===== src/rtl/fir_tap_loader.sv =====
// fir_tap_loader
//   Feeds filter coefficients from the host/config stream onto the FIR PE
//   chain's tap-load bus. Each accepted coefficient is tagged with a hop count.
//   Each PE latches the tap whose count reaches 0 at that PE, and forwards the
//   others with count-1. done pulses once the farthest tap is resident.
//
// Ports
//   clk, rst_n   clock, asynchronous active-low reset
//   start        begins a load session (sampled only in IDLE)
//   abort        synchronous abort, back to IDLE from any state
//   num_taps     taps in the session (1..NUM_PE), latched on accepted start
//   reverse      0: k-th tap gets count k, 1: count num_taps-1-k
//   s_valid/s_ready/s_data   coefficient stream
//   tap_valid/tap_count/tap_data   tap-load bus into PE0 (all zero when idle)
//   busy         high in LOAD or DRAIN
//   done         one-cycle pulse, all taps resident
//   err          one-cycle pulse, start rejected for out-of-range num_taps
//
// state | meaning
// IDLE  | waiting for start
// LOAD  | accepting coefficients, one tap issued per accepted beat
// DRAIN | last tap issued, waiting for it to reach the farthest PE
module fir_tap_loader #(
    parameter int NUM_PE = 16,
    parameter int DATA_W = 32,
    parameter int CNT_W  = $clog2(NUM_PE)
) (
    input  logic              clk,
    input  logic              rst_n,
    input  logic              start,
    input  logic              abort,
    input  logic [CNT_W:0]    num_taps,
    input  logic              reverse,
    input  logic              s_valid,
    output logic              s_ready,
    input  logic [DATA_W-1:0] s_data,
    output logic              tap_valid,
    output logic [CNT_W-1:0]  tap_count,
    output logic [DATA_W-1:0] tap_data,
    output logic              busy,
    output logic              done,
    output logic              err
);

    typedef enum logic [1:0] {
        IDLE  = 2'd0,
        LOAD  = 2'd1,
        DRAIN = 2'd2
    } state_t;

    localparam logic [CNT_W:0] MAX_TAPS = (CNT_W+1)'(NUM_PE);
    localparam logic [CNT_W:0] ONE      = (CNT_W+1)'(1);

    state_t             state_q;
    state_t             state_d;
    logic [CNT_W-1:0]   idx_q;
    logic [CNT_W-1:0]   drain_q;
    logic [CNT_W:0]     n_q;
    logic               rev_q;

    logic               range_ok;
    logic               start_ok;
    logic               accept;
    logic               last_beat;
    logic               drain_end;
    logic [CNT_W-1:0]   count_sel;

    assign range_ok  = (num_taps != '0) && (num_taps <= MAX_TAPS);
    assign start_ok  = (state_q == IDLE) && start && range_ok && !abort;
    assign accept    = s_valid && s_ready;
    assign last_beat = ({1'b0, idx_q} == (n_q - ONE));
    assign drain_end = (state_q == DRAIN) && (drain_q == '0);
    assign count_sel = rev_q ? CNT_W'(n_q - ONE - {1'b0, idx_q}) : idx_q;

    // state register
    always_ff @(posedge clk or negedge rst_n) begin
        if (!rst_n) begin
            state_q <= IDLE;
        end else begin
            state_q <= state_d;
        end
    end

    // next-state logic
    always_comb begin
        state_d = state_q;
        if (abort) begin
            state_d = IDLE;
        end else begin
            case (state_q)
                IDLE:    if (start_ok) state_d = LOAD;
                LOAD:    if (accept && last_beat) state_d = DRAIN;
                DRAIN:   if (drain_q == '0) state_d = IDLE;
                default: state_d = IDLE;
            endcase
        end
    end

    // state-decoded outputs
    always_comb begin
        s_ready = (state_q == LOAD) && !abort;
        busy    = (state_q == LOAD) || (state_q == DRAIN);
    end

    // session registers and the registered tap-load bus
    always_ff @(posedge clk or negedge rst_n) begin
        if (!rst_n) begin
            idx_q     <= '0;
            drain_q   <= '0;
            n_q       <= '0;
            rev_q     <= 1'b0;
            tap_valid <= 1'b0;
            tap_count <= '0;
            tap_data  <= '0;
            done      <= 1'b0;
            err       <= 1'b0;
        end else begin
            tap_valid <= accept;
            tap_count <= accept ? count_sel : '0;
            tap_data  <= accept ? s_data : '0;
            done      <= drain_end && !abort;
            err       <= (state_q == IDLE) && start && !range_ok && !abort;

            if (abort) begin
                idx_q   <= '0;
                drain_q <= '0;
            end else if (start_ok) begin
                n_q   <= num_taps;
                rev_q <= reverse;
                idx_q <= '0;
            end else if (accept) begin
                if (last_beat) begin
                    idx_q <= '0;
                    // Last tap is on the bus next cycle (T); this count
                    // reaches zero in T+num_taps-1 so done lands at T+num_taps.
                    drain_q <= CNT_W'(n_q - ONE);
                end else begin
                    idx_q <= idx_q + 1'b1;
                end
            end else if ((state_q == DRAIN) && (drain_q != '0)) begin
                drain_q <= drain_q - 1'b1;
            end
        end
    end

endmodule


===== config.mk =====
export PLATFORM = sky130hd
export DESIGN_NAME = fir_tap_loader
export DESIGN_NICKNAME = d
export VERILOG_FILES = /design/src/rtl/fir_tap_loader.sv
export SDC_FILE = /design/constraint.sdc
export NUM_CORES = 1
export LEC_CHECK = 0
export CAP_MARGIN = 20
export CORE_MARGIN = 5
export CORE_UTILIZATION = 45
export DETAILED_ROUTE_END_ITERATION = 8
export GPL_TIMING_DRIVEN = 1
export HOLD_SLACK_MARGIN = 0.15
export PLACE_DENSITY_LB_ADDON = 0.2
export SLEW_MARGIN = 20
export SYNTH_ARGS = -nofsm -noshare
export SYNTH_HDL_FRONTEND = slang
export SYNTH_SLANG_ARGS = --single-unit

===== constraint.sdc =====
create_clock -name clk -period 2.7 [get_ports clk]
set_input_delay 0.54 -clock clk [delete_from_list [all_inputs] [get_ports clk]]
set_output_delay 0.54 -clock clk [all_outputs]
set_load 0.02 [all_outputs]

==> results of run 1 <==
-- state kept, by name, indices dropped and copies added, names as in the netlist --
name,count
done,1
err,1
tap_valid,1
idx_q,4
state_q,2
drain_q,4
tap_count,4
rev_q,1
n_q,5
tap_data,32
-- area by class of cell --
class,count,area (sq um),area share
clock buffers,5,68.8,0.0197
clock inverters,2,17.5,0.00502
inverters,13,48.8,0.0140
flip-flops and latches,55,1380,0.395
well taps,72,90.1,0.0258
repair buffers,92,896,0.257
multi-input cells,133,991,0.284
-- power by group through the flow --
| stage | Combinational (mW) | Clock [mW] | Sequential, mW |
|---|---|---|---|
| after floorplan | 0.651 | 0 | 1.06 |
| after global routing | 1.14 | 0.510 | 1.03 |
| after CTS | 1.04 | 0.470 | 1.01 |
| final | 1.03 | 0.453 | 1.01 |
| after global placement | 1.00 | 0 | 1.03 |
| after detailed placement | 1.03 | 0 | 1.03 |
-- metal layers --
layer,GRT usage,share of wire,vias to the layer above
li1,-,-,897
met1,0.194,0.42,860
met2,0.272,0.51,45
met3,0.0444,0.059,6
met4,0.0439,0.013,0
met5,0,0,-
-- metrics by stage --
step	total power [mW]	instances
final	2.49	372
after detailed placement	2.06	364
after floorplan	1.72	210
after CTS	2.52	372
after global placement	2.03	364
after global routing	2.68	372
-- logic make-up (layout without fill, tap and decap cells) --
family	after synthesis	count (layout)	share of synthesized area
flops	55	55	0.559
buf+inv	22	112	0.0396
xor+xnor	9	9	0.0407
simple gates	74	74	0.174
fa+ha+maj	12	12	0.0640
compound gates	30	30	0.0828
mux	8	8	0.0396
-- worst register-to-register path, stage by stage (launching register included) --
cell and delay [ps]:
dfrtp_1 420, inv_1 100, ha_1 170, xor2_1 230
ha_1 310, and3_2 210, a31oi_2 340, a211o_4 200
mux2_4 300
-- cell usage in the layout (no fill, tap or decap), drive strengths merged, types with 3 or more instances in the layout --
cell,instances
nand2,9
nor3b,3
inv,13
and3,33
mux2,5
a21oi,9
mux2i,3
nand3,3
o21ai,9
dfrtp,55
xor2,4
clkdlybuf4s50,82
nor3,4
buf,9
ha,11
clkbuf,5
nor2,13
nor2b,3
xnor2,4
-- path summary, 6_finish.rpt --
path | slack [ps] | cells after the start | end | startpoint
worst max-delay path | 190 | 4 | s_ready | state_q[1]
max in group asynchronous | 1410 | 3 | tap_data[4] | rst_n
worst min register to register | 550 | 1 | state_q[0] | state_q[0]
worst min-delay path | 550 | 1 | state_q[0] | state_q[0]
min in group asynchronous | 650 | 2 | done | rst_n
worst max register to register | 310 | 8 | drain_q[2] | n_q[0]
-- timing repair --
| item | 4_1_cts | 5_1_grt |
|---|---|---|
| setup buffers | 0 | 0 |
| hold endpoints to repair | 13 | 0 |
| hold buffers | 1 | 0 |
==> flow_metrics.env, run 1 <==
export IMPL_slew_limit_headroom=0.704
export IMPL_fin_area_sq_um=3490
export IMPL_hold_violations=0
export IMPL_yosysWarnings=0
export IMPL_synth_top_cell_area_share=0.559
export IMPL_start_util=0.456
export IMPL_critPathCaptureType="output pin"
export IMPL_avgRoutedWirePerCell_um=14.1
export IMPL_path_clk_slew_ps=100
export IMPL_num_rows=27
export IMPL_holdWs_ps=547
export IMPL_clock_skew_ps=7.74
export IMPL_drv_slew=0
export IMPL_via_per_inst=4.86
export IMPL_cts_buffer_depth=2
export IMPL_clock_latency_ps=310
export IMPL_dp_hpwl_mm=4.07
export IMPL_grt_usage=0.158
export IMPL_worst_slew_pin_slew_ps=444
export IMPL_synth_distinct_cells=42
export IMPL_max_freq_ghz=0.399
export IMPL_first_iter_violations=70
export IMPL_switching_power_mw=0.870
export IMPL_pwr_share_seq=0.406
export IMPL_internal_power_mw=1.62
export IMPL_ant_nets=0
export IMPL_synthArstFlopShare=1.00
export IMPL_crit_slowest_cell="clkdlybuf4s50_1"
export IMPL_cp_data_arrival_time_ps=1970
export IMPL_maxCapViolations=0
export IMPL_synth_top_cell_by_area="dfrtp_1"
export IMPL_dp_worst_setup_slack_ps=248
export IMPL_antenna_found_initial=0
export IMPL_fin_crit_ps=2510
export IMPL_fin_crit_sh=0.928
export IMPL_fin_util=0.645
export IMPL_cts_tree="yes"
export IMPL_finalSetupViolations=0
export IMPL_placed_area_sq_um=3390
export IMPL_synth_fp_nets=265
export IMPL_path_buf_inv=2
export IMPL_first_pass_iters=4
export IMPL_crit_chain="inv_1, ha_1, nor2b_2, clkdlybuf4s50_1"
export IMPL_p_sw_frac=0.349
export IMPL_rsz0062_at_grt="no"
export IMPL_clock_sinks=55
export IMPL_syn_avg_cell_area_sq_um=11.7
export IMPL_routed_wl_mm=5.26
export IMPL_critPathRequiredTime_ps=2160
export IMPL_cp_top_family="buffers and inverters"
export IMPL_grt_pass1_wl_mm=8.91
export IMPL_fin_nets=355
export IMPL_cp_max_fo=6
export IMPL_num_vias=1808
export IMPL_io_pins=84
export IMPL_syn_inst=210
export IMPL_fillCellCount=434
export IMPL_syn_area_sq_um=2460
export IMPL_synth_commonest_cells="dfrtp_1 (55), and3_1 (32), nor2_1 (13), inv_1 (12), ha_1 (11)"
export IMPL_setup_tns_final_ps=0
export IMPL_grt_overflow=0
export IMPL_syn_to_final_growth_pct=41.7
export IMPL_startpoint_type="register"
export IMPL_synth_most_common_cell="dfrtp_1"
export IMPL_ir_drop_v=0.000624
export IMPL_p_per_area_nw_per_um2=715
export IMPL_antenna_cells=0
export IMPL_die_area_sq_um=7050
export IMPL_grt_max_degree=33
export IMPL_pwr_share_comb=0.412
export IMPL_synth_seq_cells=55
export IMPL_grt_pass1_vias=1850
export IMPL_synth_edf_count=0
export IMPL_cts_buffers=5
export IMPL_cts_root_buf="clkbuf_8"
export IMPL_drive_above_1_share=0.103
export IMPL_post_cts_resized=0
export IMPL_pwr_share_clk=0.182
export IMPL_p_leak_nw=1.69
export IMPL_h_tree_depth=2
export IMPL_portBuffers=83
export IMPL_synth_area_leaders="dfrtp_1 (56%), and3_1 (8.1%), ha_1 (5.6%)"
export IMPL_die_h_um=84.0
export IMPL_status="finished clean"
export IMPL_die_w_um=84.0
export IMPL_ys_flop_type="dfrtp_1"
export IMPL_path_class="register to output pin"
export IMPL_slowest_delay_ps=680
export IMPL_globalplace_congestion=0.787
export IMPL_route_detailed_drc=0
export IMPL_ys_seq_area_frac=0.559
export IMPL_hold_class="register to register"
export IMPL_setup_ws_ps=194
export IMPL_coreArea_sq_um=5410
(Power assumes the default switching activity.)
==> run 2: changes to the inputs <==
Settings changed: CTS_BUF_LIST from default to sky130_fd_sc_hd__clkbuf_16, RECOVER_POWER from default to 50.
==> run 2 against run 1 <==
Global-route usage up 0.34 points; clock power is 39% higher; first-iteration DRC count is 16% higher; routed wire length increased by 3.1%; maximum frequency grew 2.4%; sequential share of layout area is 0.42 points lower; sequential cell count stayed put; highest routed layer unchanged.
==> flow_metrics.env, run 2 (synthesis results as in run 1) <==
export IMPL_status="finished clean"
export IMPL_r2r_end="drain_q[2]"
export IMPL_fin_nets=355
export IMPL_grt_use_met3=0.0415
export IMPL_fin_util=0.652
export IMPL_globalplace_congestion=0.787
export IMPL_grt_pass1_vias=1902
export IMPL_timing_rr_start="n_q[0]"
export IMPL_syn_to_final_growth_pct=43.2
export IMPL_num_rows=27
export IMPL_clock_skew_ps=6.41
export IMPL_critPathCaptureType="output pin"
export IMPL_maxCapViolations=0
export IMPL_num_vias=1824
export IMPL_avgRoutedWirePerCell_um=14.6
export IMPL_reg_largest_list="tap_data: 32 flops, n_q: 5 flops"
export IMPL_final_cells=372
export IMPL_path_clk_slew_ps=70
export IMPL_cts_buffers=5
export IMPL_min_from="state_q[0]"
export IMPL_worst_slew_pin_slew_ps=880
export IMPL_dp_hpwl_mm=4.07
export IMPL_grt_max_degree=33
export IMPL_hold_class="register to register"
export IMPL_fillCellCount=421
export IMPL_grt_util_met1=0.195
export IMPL_coreArea_sq_um=5410
export IMPL_finalSetupViolations=0
export IMPL_portBuffers=83
export IMPL_cp_data_arrival_time_ps=1910
export IMPL_path_class="register to output pin"
export IMPL_die_h_um=84.0
export IMPL_cts_root_buf="clkbuf_16"
export IMPL_ir_drop_v=0.000626
export IMPL_antenna_found_initial=0
export IMPL_hold_path_end="state_q[0]"
export IMPL_largest_reg_flops=32
export IMPL_slew_limit_headroom=0.413
export IMPL_clock_latency_ps=290
export IMPL_ant_nets=0
export IMPL_cts_buffer_depth=2
export IMPL_drv_slew=0
export IMPL_cts_tree="yes"
export IMPL_fin_crit_sh=0.906
export IMPL_via_per_inst=4.90
export IMPL_p_leak_nw=1.70
export IMPL_startpoint_type="register"
export IMPL_grt_overflow=0
export IMPL_critPathRequiredTime_ps=2160
export IMPL_grtUsageMet2=0.287
export IMPL_final_common_cell="clkdlybuf4s50_1"
export IMPL_p_per_area_nw_per_um2=758
export IMPL_first_pass_iters=4
export IMPL_hold_violations=0
export IMPL_first_iter_violations=81
export IMPL_antenna_cells=0
export IMPL_drive_above_1_share=0.0867
export IMPL_cp_max_fo=6
export IMPL_max_freq_ghz=0.409
export IMPL_grt_busiest_layer="met2"
export IMPL_min_path_cells=1
export IMPL_die_w_um=84.0
export IMPL_routed_wl_mm=5.42
export IMPL_start_util=0.456
export IMPL_r2r_cells=8
export IMPL_setup_tns_final_ps=0
export IMPL_grt_usage=0.162
export IMPL_rsz0062_at_grt="no"
export IMPL_route_detailed_drc=0
export IMPL_clock_sinks=55
export IMPL_grt_pass1_wl_mm=9.19
export IMPL_io_pins=84
export IMPL_cts_setup_buffers=0
export IMPL_die_area_sq_um=7050
export IMPL_post_place_cells=364
export IMPL_r2r_slack_ps=310
export IMPL_fin_crit_ps=2450
export IMPL_top_register="tap_data"
export IMPL_h_tree_depth=2
export IMPL_mostFrequentLayoutCells="clkdlybuf4s50_1 (82), dfrtp_1 (55), and3_1 (32)"
==> run 2: cell type report <==
class	count	area, sq um	area share
flip-flops and latches	55	1380	0.390
inverters	13	48.8	0.0138
multi-input cells	133	991	0.281
clock inverters	2	17.5	0.00497
clock buffers	5	125	0.0355
repair buffers	92	877	0.249
well taps	72	90.1	0.0256
==> run 2: worst max path at each step <==
stage,from,end,depth (start not counted)
final,state_q[1],s_ready,4
after global routing,state_q[1],s_ready,4
after CTS,state_q[1],s_ready,4
after detailed placement,abort,s_ready,3
after global placement,abort,s_ready,3
after floorplan,n_q[0],drain_q[0],8
==> run 2: critical path: stages (launching register included) <==
cell and delay [ps]:
dfrtp_1 380, inv_1 110, ha_1 200, nor2b_2 260
clkdlybuf4s50_1 670
==> run 2: report_power, final <==
| part | switching [mW] | internal [mW] |
|---|---|---|
| Clock | 0.286 | 0.344 |
| Sequential | 0.0825 | 0.936 |
| Combinational | 0.527 | 0.497 |
==> run 2: metrics by stage <==
stage | hold slack, ps | power (mW) | instance area, sq um | setup WS [ps]
after floorplan | 244 | 1.72 | 2460 | 536
after global placement | 460 | 2.03 | 3390 | 241
after global routing | 569 | 2.85 | 3530 | 118
after detailed placement | 458 | 2.06 | 3390 | 248
after CTS | 541 | 2.71 | 3540 | 200
final | 545 | 2.67 | 3530 | 254
==> run 2: timing repair <==
action / CTS / global route
hold buffers: 1 / 0
resized for setup: 0 / 0
hold endpoints to repair: 13 / 0
==> run 2: per-layer routing <==
layer	routed length, um	up-vias
met2	2840	52
met5	0	-
met4	53	0
li1	-	902
met3	324	5
met1	2210	865
==> run 3: changes to the inputs <==
Settings changed: TNS_END_PERCENT from default to 10.
Clock period 2.7 ns to 2.3 ns, I/O delays scaled along.
==> run 3 against run 2 <==
Power increased by 21%; clock power increased by 18%; clock skew decreased by 0.53 ps; routed wire length increased by 1.1%; largest cell class unchanged; largest power group is now combinational cells.
==> flow_metrics.env, run 3 (synthesis results as in run 1) <==
export IMPL_die_area_sq_um=7050
export IMPL_final_cells=376
export IMPL_wl_met2_mm=2.82
export IMPL_setup_ws_ps=129
export IMPL_syn_to_final_growth_pct=45.3
export IMPL_avgRoutedWirePerCell_um=14.6
export IMPL_path_buf_inv=1
export IMPL_drv_slew=0
export IMPL_crit_chain="inv_1, ha_4, xor2_1, ha_1, and3_4, a31oi_2, a211o_4, mux2_4"
export IMPL_p_leak_nw=1.73
export IMPL_clock_skew_ps=5.88
export IMPL_grt_usage=0.162
export IMPL_p_per_area_nw_per_um2=907
export IMPL_placed_area_sq_um=3420
export IMPL_cp_data_arrival_time_ps=2340
export IMPL_coreArea_sq_um=5410
export IMPL_cts_hold_buf=0
export IMPL_final_common_cell="clkdlybuf4s50_1"
export IMPL_die_h_um=84.0
export IMPL_grt_overflow=0
export IMPL_maxCapViolations=0
export IMPL_met1_length_mm=2.34
export IMPL_grt_pass1_vias=1932
export IMPL_cts_buffer_depth=2
export IMPL_route_detailed_drc=0
export IMPL_fin_crit_ps=2170
export IMPL_finalSetupViolations=0
export IMPL_first_pass_iters=4
export IMPL_via_per_inst=4.88
export IMPL_globalplace_congestion=0.766
export IMPL_dp_worst_setup_slack_ps=-49.3
export IMPL_start_util=0.456
export IMPL_hold_class="register to register"
export IMPL_fin_nets=358
export IMPL_hold_violations=0
export IMPL_drive_above_1_share=0.115
export IMPL_clock_sinks=55
export IMPL_fillCellCount=445
export IMPL_portBuffers=83
export IMPL_routed_wl_mm=5.48
export IMPL_clock_latency_ps=290
export IMPL_mostFrequentLayoutCells="clkdlybuf4s50_1 (81), dfrtp_1 (55), and3_1 (32)"
export IMPL_highest_layer="met4"
export IMPL_dp_hpwl_mm=4.05
export IMPL_fin_area_sq_um=3580
export IMPL_num_vias=1834
export IMPL_critPathRequiredTime_ps=2470
export IMPL_h_tree_depth=2
export IMPL_status="finished clean"
export IMPL_top_register="tap_data"
export IMPL_cts_tree="yes"
export IMPL_cts_buffers=5
export IMPL_max_freq_ghz=0.461
export IMPL_slew_limit_headroom=0.0910
export IMPL_ir_drop_v=0.000654
export IMPL_multiInputGateArea_sq_um=1010
export IMPL_path_clk_slew_ps=70
export IMPL_startpoint_type="register"
export IMPL_slowest_delay_ps=380
export IMPL_antenna_cells=0
export IMPL_cp_max_fo=4
export IMPL_final_seq_area_sq_um=1380
export IMPL_antenna_found_initial=0
export IMPL_num_rows=27
export IMPL_crit_slowest_cell="dfrtp_1"
export IMPL_largest_reg_flops=32
export IMPL_first_iter_violations=123
export IMPL_grt_max_degree=56
export IMPL_ant_nets=0
export IMPL_cts_root_buf="clkbuf_16"
export IMPL_wl_met3_um=273
export IMPL_cts_setup_buffers=0
export IMPL_die_w_um=84.0
export IMPL_critPathCaptureType="register"
export IMPL_io_pins=84
export IMPL_reg_largest_list="tap_data: 32 flops, n_q: 5 flops"
export IMPL_fin_crit_sh=0.944
export IMPL_post_place_cells=368
export IMPL_worst_slew_pin_slew_ps=1360
export IMPL_path_class="register to register"
export IMPL_grt_pass1_wl_mm=9.22
export IMPL_cp_top_family="compound AO/OA/AOI/OAI gates"
-- run 3: repair_timing --
item,in CTS,in global routing
cloned,0,0
gates resized for setup,1,5
pin swaps,0,3
endpoints found under the setup margin,1,5
-- run 3: layer usage --
layer / track usage / up-vias
li1: - / 911
met1: 0.201 / 875
met2: 0.279 / 44
met3: 0.0464 / 4
met4: 0.0365 / 0
met5: 0 / -
-- run 3: worst register-to-register path, cell delays in order, from the launching register on --
cell and delay [ps]:
dfrtp_1 380, inv_1 120, ha_4 150, xor2_1 250
ha_1 240, and3_4 200, a31oi_2 100, a211o_4 320
mux2_4 300
-- run 3: final cells by class --
cell class / count / share of cell area
Timing Repair Buffer: 95 / 0.254
Multi-Input combinational cell: 133 / 0.282
Tap cell: 72 / 0.0252
Clock buffer: 5 / 0.0350
Sequential cell: 55 / 0.385
Clock inverter: 3 / 0.00560
Inverter: 13 / 0.0136
-- run 3: power by group --
group          leakage (nW)  total, mW  switching [mW]  internal (mW)
registers             0.748       1.19          0.0901           1.10
logic                 0.916       1.31           0.659          0.655
clock network        0.0674      0.741           0.338          0.402
-- run 3: worst paths after layout --
check | from | to | slack (ps) | cells after the start
min reg2reg | state_q[0] | state_q[0] | 550 | 1
min | state_q[0] | state_q[0] | 550 | 1
max in group asynchronous | rst_n | state_q[1] | 930 | 2
max | n_q[0] | drain_q[3] | 130 | 8
max reg2reg | n_q[0] | drain_q[3] | 130 | 8
min in group asynchronous | rst_n | tap_count[3] | 570 | 2
-- run 3: per-stage QoR --
| stage | util | TNS, ps | hold slack, ps | power, mW |
|---|---|---|---|---|
| after floorplan | - | 0 | 164 | 2.01 |
| after global placement | 0.633 | -43.7 | 518 | 2.44 |
| after detailed placement | 0.633 | -195 | 538 | 2.46 |
| after CTS | 0.660 | 0 | 336 | 3.22 |
| after global routing | 0.662 | -0.758 | 579 | 3.48 |
| final | 0.662 | 0 | 554 | 3.24 |
